### src/rtl/enc_pkg.sv
// Shared types and helpers for the registered one-hot to binary stream encoder.
// Optional feature macro used by this slice: ENC_ONEHOT_CHECK_EN.
package enc_pkg;

    localparam int ENC_N_IN_DEF = 4;

    // Helpers work on a wide zero-extended vector so any legal N_IN fits.
    localparam int ENC_VEC_MAX  = 64;
    localparam int ENC_IDX_W    = $clog2(ENC_VEC_MAX);

    typedef enum logic [1:0] {
        EMPTY = 2'd0,
        ONE   = 2'd1,
        FULL  = 2'd2
    } enc_state_t;

    function automatic logic [ENC_IDX_W-1:0] lowest_set_idx(input logic [ENC_VEC_MAX-1:0] vec);
        logic [ENC_IDX_W-1:0] idx;
        idx = '0;
        // Scanning downward lets the lowest set bit overwrite any higher one.
        for (int i = ENC_VEC_MAX - 1; i >= 0; i--) begin
            if (vec[i]) begin
                idx = ENC_IDX_W'(i);
            end
        end
        return idx;
    endfunction

    function automatic logic is_multi_hot(input logic [ENC_VEC_MAX-1:0] vec);
        return (vec & (vec - ENC_VEC_MAX'(1))) != '0;
    endfunction

endpackage

### src/rtl/enc_fifo2.sv
// Two-entry FIFO with valid/ready on both sides; head register drives the output directly.
// Ready toward the producer depends only on occupancy, never on the consumer's ready.
module enc_fifo2
    import enc_pkg::*;
#(
    parameter int W = 4
) (
    input  logic         clk,
    input  logic         rst_n,
    input  logic         push_valid,
    output logic         push_ready,
    input  logic [W-1:0] push_data,
    output logic         pop_valid,
    input  logic         pop_ready,
    output logic [W-1:0] pop_data
);

    enc_state_t   state_q;
    enc_state_t   state_d;
    logic [W-1:0] head_q;
    logic [W-1:0] tail_q;
    logic         push_xfer;
    logic         pop_xfer;
    logic         head_load_in;
    logic         head_load_tail;
    logic         tail_load;

    assign push_ready = (state_q != FULL);
    assign pop_valid  = (state_q != EMPTY);
    assign push_xfer  = push_valid & push_ready;
    assign pop_xfer   = pop_valid & pop_ready;
    assign pop_data   = head_q;

    always_comb begin
        state_d        = state_q;
        head_load_in   = 1'b0;
        head_load_tail = 1'b0;
        tail_load      = 1'b0;
        case (state_q)
            EMPTY: begin
                if (push_xfer) begin
                    state_d      = ONE;
                    head_load_in = 1'b1;
                end
            end
            ONE: begin
                case ({push_xfer, pop_xfer})
                    2'b11: head_load_in = 1'b1;
                    2'b10: begin
                        state_d   = FULL;
                        tail_load = 1'b1;
                    end
                    2'b01: state_d = EMPTY;
                    default: ;
                endcase
            end
            FULL: begin
                if (pop_xfer) begin
                    state_d        = ONE;
                    head_load_tail = 1'b1;
                end
            end
            default: state_d = EMPTY;
        endcase
    end

    always_ff @(posedge clk or negedge rst_n) begin
        if (!rst_n) begin
            state_q <= EMPTY;
        end else begin
            state_q <= state_d;
        end
    end

    // Head only changes when it is consumed or was empty, so the output holds until taken.
    always_ff @(posedge clk or negedge rst_n) begin
        if (!rst_n) begin
            head_q <= '0;
            tail_q <= '0;
        end else begin
            if (head_load_in) begin
                head_q <= push_data;
            end else if (head_load_tail) begin
                head_q <= tail_q;
            end
            if (tail_load) begin
                tail_q <= push_data;
            end
        end
    end

endmodule

### src/rtl/encoder_4x2_stream.sv
// Registered priority encoder (bit 0 wins) with a 2-entry output buffer.
// Define ENC_ONEHOT_CHECK_EN to flag multi-hot words and count them in err_cnt.
module encoder_4x2_stream
    import enc_pkg::*;
#(
    parameter  int N_IN   = ENC_N_IN_DEF,
    localparam int CODE_W = $clog2(N_IN)
) (
    input  logic              clk,
    input  logic              rst_n,
    input  logic              in_valid,
    output logic              in_ready,
    input  logic [N_IN-1:0]   in_vec,
    output logic              out_valid,
    input  logic              out_ready,
    output logic [CODE_W-1:0] out_code,
    output logic              out_zero,
    output logic              out_err,
    output logic [7:0]        err_cnt
);

    localparam int WORD_W = CODE_W + 2;

    logic [CODE_W-1:0] in_code;
    logic              in_zero;
    logic              in_err;
    logic [WORD_W-1:0] in_word;
    logic [WORD_W-1:0] out_word;
    logic              fifo_valid;
    logic              in_xfer;

    always_comb begin
        in_code = CODE_W'(lowest_set_idx(ENC_VEC_MAX'(in_vec)));
        in_zero = (in_vec == '0);
`ifdef ENC_ONEHOT_CHECK_EN
        in_err  = is_multi_hot(ENC_VEC_MAX'(in_vec));
`else
        in_err  = 1'b0;
`endif
        in_word = {in_code, in_zero, in_err};
    end

    assign in_xfer = in_valid & in_ready;

    enc_fifo2 #(
        .W (WORD_W)
    ) u_fifo (
        .clk        (clk),
        .rst_n      (rst_n),
        .push_valid (in_valid),
        .push_ready (in_ready),
        .push_data  (in_word),
        .pop_valid  (fifo_valid),
        .pop_ready  (out_ready),
        .pop_data   (out_word)
    );

    // Idle outputs read as zero so a drained buffer never shows a stale word.
    always_comb begin
        out_valid = fifo_valid;
        out_code  = '0;
        out_zero  = 1'b0;
        out_err   = 1'b0;
        if (fifo_valid) begin
            out_code = out_word[WORD_W-1:2];
            out_zero = out_word[1];
            out_err  = out_word[0];
        end
    end

`ifdef ENC_ONEHOT_CHECK_EN
    logic [7:0] err_cnt_q;

    always_ff @(posedge clk or negedge rst_n) begin
        if (!rst_n) begin
            err_cnt_q <= 8'd0;
        end else if (in_xfer && in_err && (err_cnt_q != 8'hFF)) begin
            err_cnt_q <= err_cnt_q + 8'd1;
        end
    end

    assign err_cnt = err_cnt_q;
`else
    logic unused_xfer;
    assign unused_xfer = in_xfer;
    assign err_cnt     = 8'd0;
`endif

endmodule

### config.mk
export PLATFORM = sky130hd
export DESIGN_NAME = encoder_4x2_stream
export DESIGN_NICKNAME = d
export VERILOG_FILES = /design/src/rtl/enc_pkg.sv /design/src/rtl/enc_fifo2.sv /design/src/rtl/encoder_4x2_stream.sv
export SDC_FILE = /design/constraint.sdc
export NUM_CORES = 1
export LEC_CHECK = 0
export ABC_AREA = 1
export CORE_ASPECT_RATIO = 0.9
export CORE_UTILIZATION = 36
export DETAILED_ROUTE_END_ITERATION = 8
export GPL_TIMING_DRIVEN = 0
export PLACE_DENSITY = 0.7
export SYNTH_ARGS = -nofsm -noshare
export SYNTH_HDL_FRONTEND = slang
export SYNTH_SLANG_ARGS = --single-unit
### constraint.sdc
create_clock -name clk -period 1.12 [get_ports clk]
set_clock_uncertainty 0.15 [all_clocks]
set_input_delay 0.168 -clock clk [delete_from_list [all_inputs] [get_ports clk]]
set_output_delay 0.168 -clock clk [all_outputs]
set_load 0.02 [all_outputs]
==> results by group, run 1 <==
Routing
  • First DRT Iteration DRCs: 5
  • DRC Markers: 0
  • DR vias: between 400 and 500
  • DR vias/cell: roughly 4.2
  • Routed Antenna Nets: 0
  • Final wirelength: 1090 um
  • TritonRoute pass-1 iters: 4
  • Avg WL per Cell: 9.39 um

Clock tree
  • CTS Buf Count: 3
  • Clk sinks: 8
  • Clock slew at reported path FFs: 0.06 ns
  • CTS tree: yes
  • Later-pin clock latency in the skew report: 0.26 ns
  • Max H-tree Level: 1
  • Clock buffer depth: 2
  • Clock root cell: clkbuf_4

Critical path
  • CP required: 0.80 ns
  • Setup Crit Path Kind: reg -> out
  • Crit path launch type: flop
  • CP Data Arrival Time: 1.04 ns
  • CP endpoint kind: primary output
  • Crit Path Max Fanout: 4

Timing
  • Final setup violating endpoints: 12
  • Setup ws final: -0.239 ns
  • Crit path time final: 1.36 ns
  • Fmax: 736 MHz
  • Final worst path period share: 1.21
  • Final hold vios: 0
  • Max-slew violation total from the final report: 0
  • RSZ-0062 raised after global routing: yes

Finish
  • Area grow syn2layout: 47.4%
  • Utilization after layout: 0.607
  • Design area: roughly 800 um^2
  • Filler cell count: 122
  • Antenna cell count: 0
  • Multi-input logic area: approximately 290 um^2
  • Proportion of layout cells with a drive suffix above 1: 0.353
  • Sequential cell area: around 200 um^2
  • Nets: between 100 and 150

Outcome
  • Status: finished, violations left
  • Failing checks: negative setup slack

Global route
  • Overflow left after global routing: 0
  • Gr usage total: 0.153
  • Largest net degree at the start of global routing: 9
  • First-pass GRT wire length: between 1500 and 2000 um
  • Antenna violations before repair: 0
  • Vias in the first global route: 450

Die
  • Die X: roughly 43 um
  • Rows: 12
  • Die Y: 38.7 um
  • Ports: 22
  • Core outline area: approximately 1300 um^2
  • Starting density of the core: 0.412
  • DIE AREA: approximately 1700 um^2

Job
  • Max-cap viol count: 0

Pwr
  • Design Power: 1.04 mW
  • Leakage: roughly 0.45 nW
  • Pwr dens: 1310 nW/um^2
  • Peak supply drop: 0.000797 V

Logic synthesis
  • Synth Instances: a little under 80
  • Syn avg cell area: 6.99 um^2
  • Warnings from Yosys: 0
  • Yosys cell types: 16
  • Mapped cell area: 538 um^2
  • Seq cells post-synth: 8
  • Sequential-to-total area share from yosys stat: 0.372

Worst hold path
  • Worst hold path type: in -> async

Placed design
  • Cell area after placement: 706 um^2
  • Port Buffers: 12
  • Final HPWL DP: 792 um
  • Routability congestion estimate from global placement: about 0.75
layout by cell type, fill, tap and decap left out:
cell type	instances
nand2_2	1
buf_6	4
inv_6	1
clkbuf_4	3
clkdlybuf4s50_1	5
dfrtp_1	6
inv_2	2
nand2_1	19
o21ai_2	2
nand3_2	3
nand3_1	5
conb_1	9
a21oi_1	1
dfrtp_2	2
nand3_4	1
nand2_4	1
buf_4	9
inv_1	11
buf_2	3
nor2_4	3
nor3_1	1
nor2_2	1
o21ai_1	1
dlymetal6s2s_1	2
nor2_1	6
critical path, stage by stage, from the launching register on:
cell,delay [ns]
dfrtp_2,0.43
inv_2,0.11
nand2_1,0.10
buf_6,0.14
report_power, final:
part | internal, mW | switching (mW)
sequential | 0.349 | 0.0445
clock | 0.123 | 0.105
combinational | 0.179 | 0.238
logic make-up after synthesis:
logic type | count (synthesis) | synth area share
buffers and inverters | 23 | 0.223
AND/OR/NAND/NOR | 41 | 0.360
AO/OA/AOI/OAI | 4 | 0.0372
other | 1 | 0.00697
flip-flops | 8 | 0.372
layout make-up:
cell class                      count  area share
Timing Repair Buffer               14       0.170
Clock buffer                        3      0.0284
Tap cell                           14      0.0221
Multi-Input combinational cell     54       0.366
Buffer                              9      0.0852
Sequential cell                     8       0.256
Inverter                           14      0.0726
routing by layer:
layer,wire length [um],global-route usage,vias up
met5,0,0,-
met1,487,0.191,207
li1,-,-,266
met4,8,0.0703,0
met2,530,0.258,16
met3,63,0.0280,2
cell usage after synthesis:
library cell / n / area share
o21ai_1: 1 / 0.0093
nand3_4: 1 / 0.033
nor2_1: 8 / 0.056
nor2_4: 1 / 0.021
inv_2: 3 / 0.021
o21ai_0: 2 / 0.019
buf_4: 9 / 0.13
nand2_1: 21 / 0.15
a21oi_1: 1 / 0.0093
dfrtp_1: 8 / 0.37
nor3_1: 1 / 0.0093
nor2_2: 1 / 0.012
inv_1: 11 / 0.077
conb_1: 1 / 0.0070
nand3_1: 7 / 0.065
nand3_2: 1 / 0.019
metrics by stage:
stage	setup WS, ns	hold slack (ns)	TNS, ns	instances
final	-0.239	0.0541	-1.45	116
after global routing	-0.298	0.0930	-2.23	116
after CTS	-0.233	0.0592	-1.60	115
after detailed placement	-0.490	0.320	-4.63	111
after global placement	-0.465	0.317	-4.36	111
after floorplan	-0.00461	-0.278	-0.0138	85
what timing repair did:
action                                  4_1_cts  5_1_grt
hold endpoints to repair                      0        0
hold buffers                                  0        0
endpoints found under the setup margin       11       13
resized for setup                            28       17
setup buffers                                 1        1
pin swaps                                     2        3
worst paths after layout:
path / startpoint / to / slack [ns] / depth (start not counted)
worst max-delay path: u_fifo.state_q[0]$_DFFE_PN0P_ / in_ready / -0.24 / 3
worst min-delay path: rst_n / u_fifo.tail_q[1]$_DFFE_PN0P_ / 0.05 / 1
worst max register to register: u_fifo.state_q[1]$_DFFE_PN0P_ / u_fifo.pop_data[1]$_DFFE_PN0P_ / -0.08 / 6
worst min register to register: u_fifo.tail_q[1]$_DFFE_PN0P_ / u_fifo.tail_q[1]$_DFFE_PN0P_ / 0.33 / 2
max in group asynchronous: rst_n / u_fifo.state_q[0]$_DFFE_PN0P_ / 0.46 / 1
min in group clk: out_ready / u_fifo.state_q[1]$_DFFE_PN0P_ / 0.14 / 2
state kept, by name (all words and copies together) (netlist names):
name             cells
u_fifo.pop_data      3
u_fifo.tail_q        3
u_fifo.state_q       2
Note: power is estimated with default switching activity, not from simulation.
==> run 2, diff against run 1 <==
CORE_ASPECT_RATIO = unset   (was 0.9)
CORE_UTILIZATION = 40   (was 36)
PLACE_DENSITY = 0.73   (was 0.7)
clock period = 1.5 ns   (was 1.12 ns; I/O delays follow)
==> results by group, run 2 (synthesized netlist as in run 1, its figures left out) <==
Finish
  • Most common cell after layout, fill and taps aside: nand2_1
  • Proportion of layout cells with a drive suffix above 1: 0.282 (-0.0714)
  • Design area: 734 um^2 (-7.4%)
  • Multi-input logic area: 255 um^2 (-12%)
  • Filler cell count: 114 (-6.6%)
  • Sequential cell area: 201 um^2 (-0.62%)
  • Most frequent cells in the layout: nand2_1 (21), buf_4 (12), inv_1 (11)
  • Nets: 113 (+0.89%)
  • Antenna cell count: 0 (unchanged)
  • Area grow syn2layout: 36.5%

Routing
  • Final wirelength: 972 um (-11%)
  • Avg WL per Cell: 8.31 um (-12%)
  • First DRT Iteration DRCs: 12 (+7)
  • DRC Markers: 0 (unchanged)
  • Routed Antenna Nets: 0 (unchanged)
  • TritonRoute pass-1 iters: 4 (unchanged)
  • DR vias: 500 (+1.8%)
  • DR vias/cell: 4.27 (+0.96%)

Placed design
  • Port Buffers: 12 (unchanged)
  • Final HPWL DP: 738 um (-6.8%)
  • Routability congestion estimate from global placement: 0.732 (-2.5%)
  • Cell area after placement: 706 um^2 (unchanged)

Clock tree
  • CTS tree: yes
  • Clock buffer depth: 2 (unchanged)
  • CTS Buf Count: 3 (unchanged)
  • Clk sinks: 8 (unchanged)
  • Max H-tree Level: 1 (unchanged)
  • Later-pin clock latency in the skew report: 0.25 ns (about the same)
  • Clock root cell: clkbuf_4
  • Clock slew at reported path FFs: 0.06 ns (about the same)

Die
  • Starting density of the core: 0.459 (+0.0475)
  • Die Y: 38.7 um (unchanged)
  • Rows: 12 (unchanged)
  • Core outline area: 1170 um^2 (-10%)
  • Ports: 22 (unchanged)
  • Die X: 38.7 um (-9.5%)
  • DIE AREA: 1500 um^2 (-9.5%)

Timing
  • Crit path time final: 1.44 ns
  • RSZ-0062 raised after global routing: no
  • Final setup violating endpoints: 0 (-12)
  • Hold WS: 0.102 ns (+0.0479 ns)
  • Final worst path period share: 0.961
  • Fmax: 694 MHz
  • Max-slew violation total from the final report: 0 (unchanged)
  • Final hold vios: 0 (unchanged)

Job
  • Max-cap viol count: 0 (unchanged)

Global route
  • Met3 GRT Util: 0.0347 (+0.00664)
  • Gr usage total: 0.166 (+0.0130)
  • Largest net degree at the start of global routing: 9 (unchanged)
  • Overflow left after global routing: 0 (unchanged)
  • GRT busiest layer: met2
  • GR Util met1: 0.217 (+0.0252)
  • Vias in the first global route: 400 (-11%)
  • First-pass GRT wire length: 1670 um (-9.7%)
  • Met2 usage in global routing: 0.246 (-0.0117)
  • Antenna violations before repair: 0 (unchanged)

Critical path
  • Setup Crit Path Kind: reg -> out
  • Crit Path Max Fanout: 2 (-2)
  • Crit path launch type: flop
  • CP Data Arrival Time: 1.07 ns (+0.03 ns)
  • CP required: 1.12 ns (+0.32 ns)
  • CP endpoint kind: primary output

Pwr
  • Peak supply drop: 0.000605 V (-24%)
  • Design Power: 0.730 mW (-30%)
  • Pwr dens: 995 nW/um^2 (-24%)
  • Leakage: 0.419 nW (-7.2%)

Worst hold path
  • Worst hold path type: in -> async

Outcome
  • Status: finished clean
run 2: worst max-delay path, stage by stage, from the launching register on:
cell and delay [ns]:
dfrtp_2 0.43, buf_4 0.14, nand2_1 0.07, clkbuf_2 0.17
run 2: cell type report:
cell class              instances  share of cell area
repair buffers                 15               0.160
flip-flops and latches          8               0.274
inverters                      14              0.0716
multi-input cells              54               0.348
plain buffers                   9              0.0920
clock buffers                   3              0.0307
well taps                      14              0.0239
run 2: metal layers:
metal / wire length [um] / share of wire / up-vias
met5: 0 / 0 / -
met4: 16 / 0.016 / 0
met3: 53 / 0.055 / 2
met2: 461 / 0.47 / 21
met1: 441 / 0.45 / 210
li1: - / - / 267
run 2: where the power goes:
part	leakage [nW]	switching [mW]	internal, mW
registers	0.103	0.0300	0.259
logic	0.302	0.161	0.114
clock network	0.0138	0.0749	0.0917
run 2: path summary, 6_finish.rpt:
| kind | startpoint | endpoint | slack (ns) | cells past startpoint |
|---|---|---|---|---|
| worst max-delay path | u_fifo.state_q[1]$_DFFE_PN0P_ | in_ready | 0.06 | 3 |
| worst min-delay path | rst_n | u_fifo.state_q[0]$_DFFE_PN0P_ | 0.10 | 1 |
| worst max register to register | u_fifo.state_q[1]$_DFFE_PN0P_ | u_fifo.pop_data[2]$_DFFE_PN0P_ | 0.10 | 7 |
| worst min register to register | u_fifo.tail_q[3]$_DFFE_PN0P_ | u_fifo.tail_q[3]$_DFFE_PN0P_ | 0.34 | 2 |
| max in group asynchronous | rst_n | u_fifo.state_q[1]$_DFFE_PN0P_ | 0.81 | 1 |
| min in group clk | u_fifo.tail_q[3]$_DFFE_PN0P_ | u_fifo.tail_q[3]$_DFFE_PN0P_ | 0.34 | 2 |
run 2: repair_timing:
| item | 4_1_cts | 5_1_grt |
|---|---|---|
| setup endpoints to repair | 5 | 4 |
| hold buffers | 0 | 0 |
| buffers inserted | 2 | 1 |
| gates resized for setup | 18 | 4 |
| hold endpoints to repair | 0 | 0 |
| pin swaps | 0 | 0 |
run 2: stage by stage:
stage	instances	setup TNS, ns	util	setup WS (ns)
floorplan	85	0	-	0.318
global route	117	0	0.627	0.0303
global placement	111	-0.555	0.603	-0.134
detailed placement	111	-0.638	0.603	-0.161
CTS	116	0	0.641	0.00412
finish	117	0	0.627	0.0587
==> edit 1: new RTL, config.mk and constraints of run 2 <==
Build with the macro `ENC_ONEHOT_CHECK_EN` defined.
--- a/src/rtl/encoder_4x2_stream.sv
+++ b/src/rtl/encoder_4x2_stream.sv
@@ -1,5 +1,7 @@
 // Registered priority encoder (bit 0 wins) with a 2-entry output buffer.
 // Define ENC_ONEHOT_CHECK_EN to flag multi-hot words and count them in err_cnt.
+`define ENC_ONEHOT_CHECK_EN
+
 module encoder_4x2_stream
     import enc_pkg::*;
 #(
Behaviour: not the same (a bounded check fails within 4 cycles, from zero or initial values and one cycle with rst_n low).
==> edit 1 against run 2 <==
Non-clock buffer count is 1 lower; area after synthesis is 100% higher; core utilization is 8.6 points lower; design area is 86% higher; critical path type unchanged; count of clock-buffer cells in the layout stayed put; power is 120% higher; routed wire length is 140% higher; worst setup slack worse by 0.036 ns; largest power group unchanged; sequential share of layout area is 6.0 points higher; critical path depth stayed put; final cell count is 78% higher; sequential cell count is 10 higher.
==> edit 1: results (changes against run 2) <==
<table>
<tr><th>Metric</th><th>Value</th></tr>
<tr><th colspan="2">Run status</th></tr>
<tr><td>Result of the run</td><td>finished clean</td></tr>
<tr><th colspan="2">Logic synthesis</th></tr>
<tr><td>Largest cells by area after synthesis</td><td>sky130_fd_sc_hd__dfrtp_1, sky130_fd_sc_hd__nand2_1, sky130_fd_sc_hd__nand3_1, sky130_fd_sc_hd__inv_1, sky130_fd_sc_hd__nor2_1</td></tr>
<tr><td>Sequential element share of the synthesized area</td><td>0.418 (+0.0455)</td></tr>
<tr><td>Number of distinct library cells after synthesis</td><td>22 (+6)</td></tr>
<tr><td>Synthesized netlist cell count</td><td>152 (+97%)</td></tr>
<tr><td>Most instantiated cells after synthesis</td><td>sky130_fd_sc_hd__nand2_1, sky130_fd_sc_hd__dfrtp_1, sky130_fd_sc_hd__inv_1</td></tr>
<tr><th colspan="2">Setup path</th></tr>
<tr><td>RR Endpoint</td><td>err_cnt[5]</td></tr>
<tr><td>Biggest cell delay along the critical path</td><td>0.45 ns (+0.02 ns)</td></tr>
<tr><td>Critical R2R Launch</td><td>err_cnt[0]</td></tr>
<tr><td>Path depth of the worst reg2reg path</td><td>8 (+1)</td></tr>
<tr><td>Maximum fanout count along the critical path</td><td>5 (+3)</td></tr>
<tr><td>Critical Path Sink</td><td>out_code[0]</td></tr>
<tr><th colspan="2">Detailed routing</th></tr>
<tr><td>Initial detailed-routing violation count</td><td>16 (+4)</td></tr>
<tr><td>Vias per cell</td><td>4.90 (+15%)</td></tr>
<tr><td>Routed length per placed instance</td><td>11.2 µm (+34%)</td></tr>
<tr><th colspan="2">Placement</th></tr>
<tr><td>RD Place Congestion</td><td>0.785 (+7.2%)</td></tr>
<tr><td>IO buf count</td><td>21 (+9)</td></tr>
<tr><td>Worst slack at placement</td><td>-0.246 ns (-0.0846 ns)</td></tr>
<tr><th colspan="2">Pwr</th></tr>
<tr><td>IR Drop Worst-Case VDD</td><td>909 µV (+50%)</td></tr>
<tr><td>LEAKAGE</td><td>0.714 nW (+70%)</td></tr>
<tr><th colspan="2">Global route</th></tr>
<tr><td>Number of global-route vias before repair</td><td>944 (+140%)</td></tr>
<tr><td>Global routing usage summed across all routing layers</td><td>0.184 (+0.0183)</td></tr>
<tr><td>Largest net degree at the start of global routing</td><td>19 (+10)</td></tr>
<tr><td>First-pass GRT wire length</td><td>3.86 mm (+130%)</td></tr>
<tr><th colspan="2">STA</th></tr>
<tr><td>Worst hold-check slack</td><td>0.189 ns (+0.0872 ns)</td></tr>
<tr><th colspan="2">Finish</th></tr>
<tr><td>Final Instance Count excl. Fillers</td><td>208 (+78%)</td></tr>
<tr><td>Net count, final</td><td>189 (+67%)</td></tr>
<tr><td>Share of cells above drive strength 1</td><td>0.247 (-0.0344)</td></tr>
<tr><td>Fill count</td><td>247 (+120%)</td></tr>
<tr><th colspan="2">Clocking</th></tr>
<tr><td>Clock Pin Slew Worst Setup and Hold Paths</td><td>0.10 ns (+0.04 ns)</td></tr>
<tr><th colspan="2">Worst hold path</th></tr>
<tr><td>Type of the tightest min-delay check</td><td>input pin to flip-flop</td></tr>
</table>
-- edit 1: cell count changes in the layout (fill, tap and decap cells not counted), sizes merged, moves of 3 or more --
| cell | run 2 | this run |
|---|---|---|
| buf | 16 | 8 |
| clkbuf | 4 | 7 |
| conb | 9 | 0 |
| dfrtp | 8 | 18 |
| inv | 14 | 22 |
| nand2 | 21 | 62 |
| nand3 | 9 | 13 |
| nor2 | 10 | 16 |
| o21ai | 3 | 10 |
-- edit 1: area by class of cell --
cell class	count	area share
Inverter	23	0.0632
Tap cell	30	0.0275
Sequential cell	18	0.335
Clock buffer	3	0.0165
Multi-Input combinational cell	111	0.425
Timing Repair Buffer	23	0.133
-- edit 1: logic make-up after synthesis --
| group | share of synthesized area |
|---|---|
| compound gates | 0.0696 |
| flops | 0.418 |
| buf+inv | 0.0800 |
| fa+ha+maj | 0.0116 |
| xor+xnor | 0.00812 |
| simple gates | 0.413 |
-- edit 1: repair_timing --
action	4_1_cts	5_1_grt
resized for setup	38	20
pin swaps	1	1
setup endpoints to repair	17	26
buffers inserted	1	1
-- edit 1: power groups by stage --
stage                     Clock, mW  Combinational (mW)  Sequential, mW
final                         0.243               0.644           0.756
after global routing          0.272               0.721           0.774
after CTS                     0.245               0.616           0.732
after detailed placement          0               0.667           0.742
after global placement            0               0.647           0.734
after floorplan                   0               0.335           0.785
-- edit 1: per-stage QoR --
| stage | cell area [µm²] | util |
|---|---|---|
| 2_1_floorplan | 1080 | - |
| 3_3_place_gp | 1330 | 0.526 |
| 3_5_place_dp | 1330 | 0.526 |
| 4_1_cts | 1330 | 0.528 |
| 5_1_grt | 1370 | 0.541 |
| 6_report | 1370 | 0.541 |
-- edit 1: metal layers --
metal  wire [µm]  global-route usage
met5           0                   0
met4          34              0.0833
met3          75              0.0226
met2        1140               0.307
met1        1070               0.236
==> edit 2: new RTL, config.mk and constraints of run 2 <==
Without the edit above. Re-encode `enc_state_t` (3 states) as one-hot, 3 bits wide.
--- a/src/rtl/enc_pkg.sv
+++ b/src/rtl/enc_pkg.sv
@@ -8,10 +8,10 @@
     localparam int ENC_VEC_MAX  = 64;
     localparam int ENC_IDX_W    = $clog2(ENC_VEC_MAX);
 
-    typedef enum logic [1:0] {
-        EMPTY = 2'd0,
-        ONE   = 2'd1,
-        FULL  = 2'd2
+    typedef enum logic [2:0] {
+        EMPTY = 3'b001,
+        ONE   = 3'b010,
+        FULL  = 3'b100
     } enc_state_t;
 
     function automatic logic [ENC_IDX_W-1:0] lowest_set_idx(input logic [ENC_VEC_MAX-1:0] vec);
Check against the original RTL: same outputs for any inputs over 10 cycles, from zero or initial values and one cycle with rst_n low; not proved beyond that.
==> edit 2 against run 2 <==
The flow now finishes with violations (negative setup slack); area after synthesis grew 20%; design area is 31% higher; routed wire length is 54% higher; register-to-register slack worse by 0.11 ns; sequential cell count up 1; first-iteration DRC count decreased by 58%; worst setup slack worse by 0.10 ns; largest cell class unchanged.
Power is not compared: it rests on default switching activity, and its combinational part moved more than twofold at a synthesized area within 25%.
==> edit 2: results (changes against run 2) <==
<table>
<tr><th>Metric</th><th>Value</th></tr>
<tr><th colspan="2">Run status</th></tr>
<tr><td>Result of the run</td><td>finished, violations left</td></tr>
<tr><td>Violated checks</td><td>negative setup slack</td></tr>
<tr><th colspan="2">Detailed routing</th></tr>
<tr><td>Detailed Route WL</td><td>1.49 mm (+54%)</td></tr>
<tr><td>Vias per cell</td><td>4.81 (+13%)</td></tr>
<tr><td>Met1 routed wirelength after detailed routing</td><td>623 µm (+41%)</td></tr>
<tr><th colspan="2">Setup path</th></tr>
<tr><td>RR Endpoint</td><td>u_fifo.tail_q[2]</td></tr>
<tr><td>Maximum fanout count along the critical path</td><td>3 (+1)</td></tr>
<tr><td>Critical R2R Launch</td><td>u_fifo.state_q[0]</td></tr>
<tr><td>Path depth of the worst reg2reg path</td><td>6 (-1)</td></tr>
<tr><td>Register-to-register path setup slack</td><td>-0.01 ns (-0.11 ns)</td></tr>
<tr><td>Crit path arrival time</td><td>1.17 ns (+0.10 ns)</td></tr>
<tr><td>Critical Path Sink</td><td>out_code[0]</td></tr>
<tr><th colspan="2">Clocking</th></tr>
<tr><td>Latest clock arrival within the worst-skew pair</td><td>0.27 ns (+0.02 ns)</td></tr>
<tr><th colspan="2">Placement</th></tr>
<tr><td>Placed inst area</td><td>815 µm² (+15%)</td></tr>
<tr><td>Worst slack at placement</td><td>-0.302 ns (-0.141 ns)</td></tr>
<tr><th colspan="2">Finish</th></tr>
<tr><td>Net count, final</td><td>125 (+11%)</td></tr>
<tr><td>Share of cells above drive strength 1</td><td>0.440 (+0.158)</td></tr>
<tr><th colspan="2">Global route</th></tr>
<tr><td>Global routing usage summed across all routing layers</td><td>0.166 (about the same)</td></tr>
<tr><td>Met2 GRT Util</td><td>0.294 (+0.0479)</td></tr>
<tr><td>GR Layer Usage met1</td><td>0.188 (-0.0291)</td></tr>
<tr><td>Largest net degree at the start of global routing</td><td>10 (+1)</td></tr>
<tr><td>GR Util met3</td><td>0.0129 (-0.0218)</td></tr>
<tr><th colspan="2">STA</th></tr>
<tr><td>Accumulated negative setup slack</td><td>-0.149 ns (-0.149 ns)</td></tr>
<tr><td>Final setup violation count</td><td>5 (+5)</td></tr>
<tr><td>Worst path setup slack after routing</td><td>-0.0453 ns (-0.104 ns)</td></tr>
<tr><th colspan="2">Logic synthesis</th></tr>
<tr><td>Number of distinct library cells after synthesis</td><td>21 (+5)</td></tr>
<tr><td>Largest cells by area after synthesis</td><td>sky130_fd_sc_hd__dfrtp_1, sky130_fd_sc_hd__buf_4, sky130_fd_sc_hd__nand2_1, sky130_fd_sc_hd__nand3_1, sky130_fd_sc_hd__inv_1</td></tr>
<tr><td>Most instantiated cells after synthesis</td><td>sky130_fd_sc_hd__nand2_1, sky130_fd_sc_hd__inv_1, sky130_fd_sc_hd__buf_4, sky130_fd_sc_hd__nand3_1, sky130_fd_sc_hd__dfrtp_1</td></tr>
<tr><th colspan="2">Pwr</th></tr>
<tr><td>Power after layout</td><td>1.52 mW</td></tr>
</table>
edit 2: cell count changes after synthesis, moves of 2 or more:
cell and delta:
sky130_fd_sc_hd__nand3_1 +2, sky130_fd_sc_hd__nor2_1 -4, sky130_fd_sc_hd__nand2_4 +2, sky130_fd_sc_hd__nand4_1 +3, sky130_fd_sc_hd__nor2_2 +2, sky130_fd_sc_hd__nand2_1 -3
sky130_fd_sc_hd__o21ai_0 +2, sky130_fd_sc_hd__nand2_2 +3
edit 2: final cells by class:
| class | count | area, µm² |
|---|---|---|
| plain buffers | 9 | 67.6 |
| clock buffers | 4 | 26.3 |
| fillers | 130 | 542 |
| inverters | 12 | 47.5 |
| multi-input cells | 63 | 402 |
| flip-flops and latches | 9 | 229 |
| well taps | 16 | 20.0 |
| repair buffers | 19 | 173 |
edit 2: repair_timing:
item	in CTS	in global routing
endpoints found under the setup margin	7	12
pin swaps	3	4
setup buffers	3	4
gates resized for setup	34	17
edit 2: cells by family (layout without fill, tap and decap cells):
logic type	Yosys count	count (layout)	share of synthesized area
buffers and inverters	21	44	0.175
flip-flops	9	9	0.351
AND/OR/NAND/NOR	46	46	0.386
AO/OA/AOI/OAI	8	8	0.0816
other	1	9	0.00582
edit 2: worst max-delay path: stages, from the launching register on:
cell and delay, ns:
sky130_fd_sc_hd__dfstp_2 0.59, sky130_fd_sc_hd__nand2_4 0.08, sky130_fd_sc_hd__inv_4 0.07, sky130_fd_sc_hd__nor2_2 0.04, sky130_fd_sc_hd__buf_6 0.12
edit 2: stage by stage:
step / hold slack [ns] / std cells / util
final: 0.0971 / 132 / 0.640
after floorplan: -0.221 / 93 / -
after global routing: 0.132 / 132 / 0.640
after global placement: 0.331 / 121 / 0.541
after CTS: 0.119 / 128 / 0.577
after detailed placement: 0.329 / 121 / 0.541
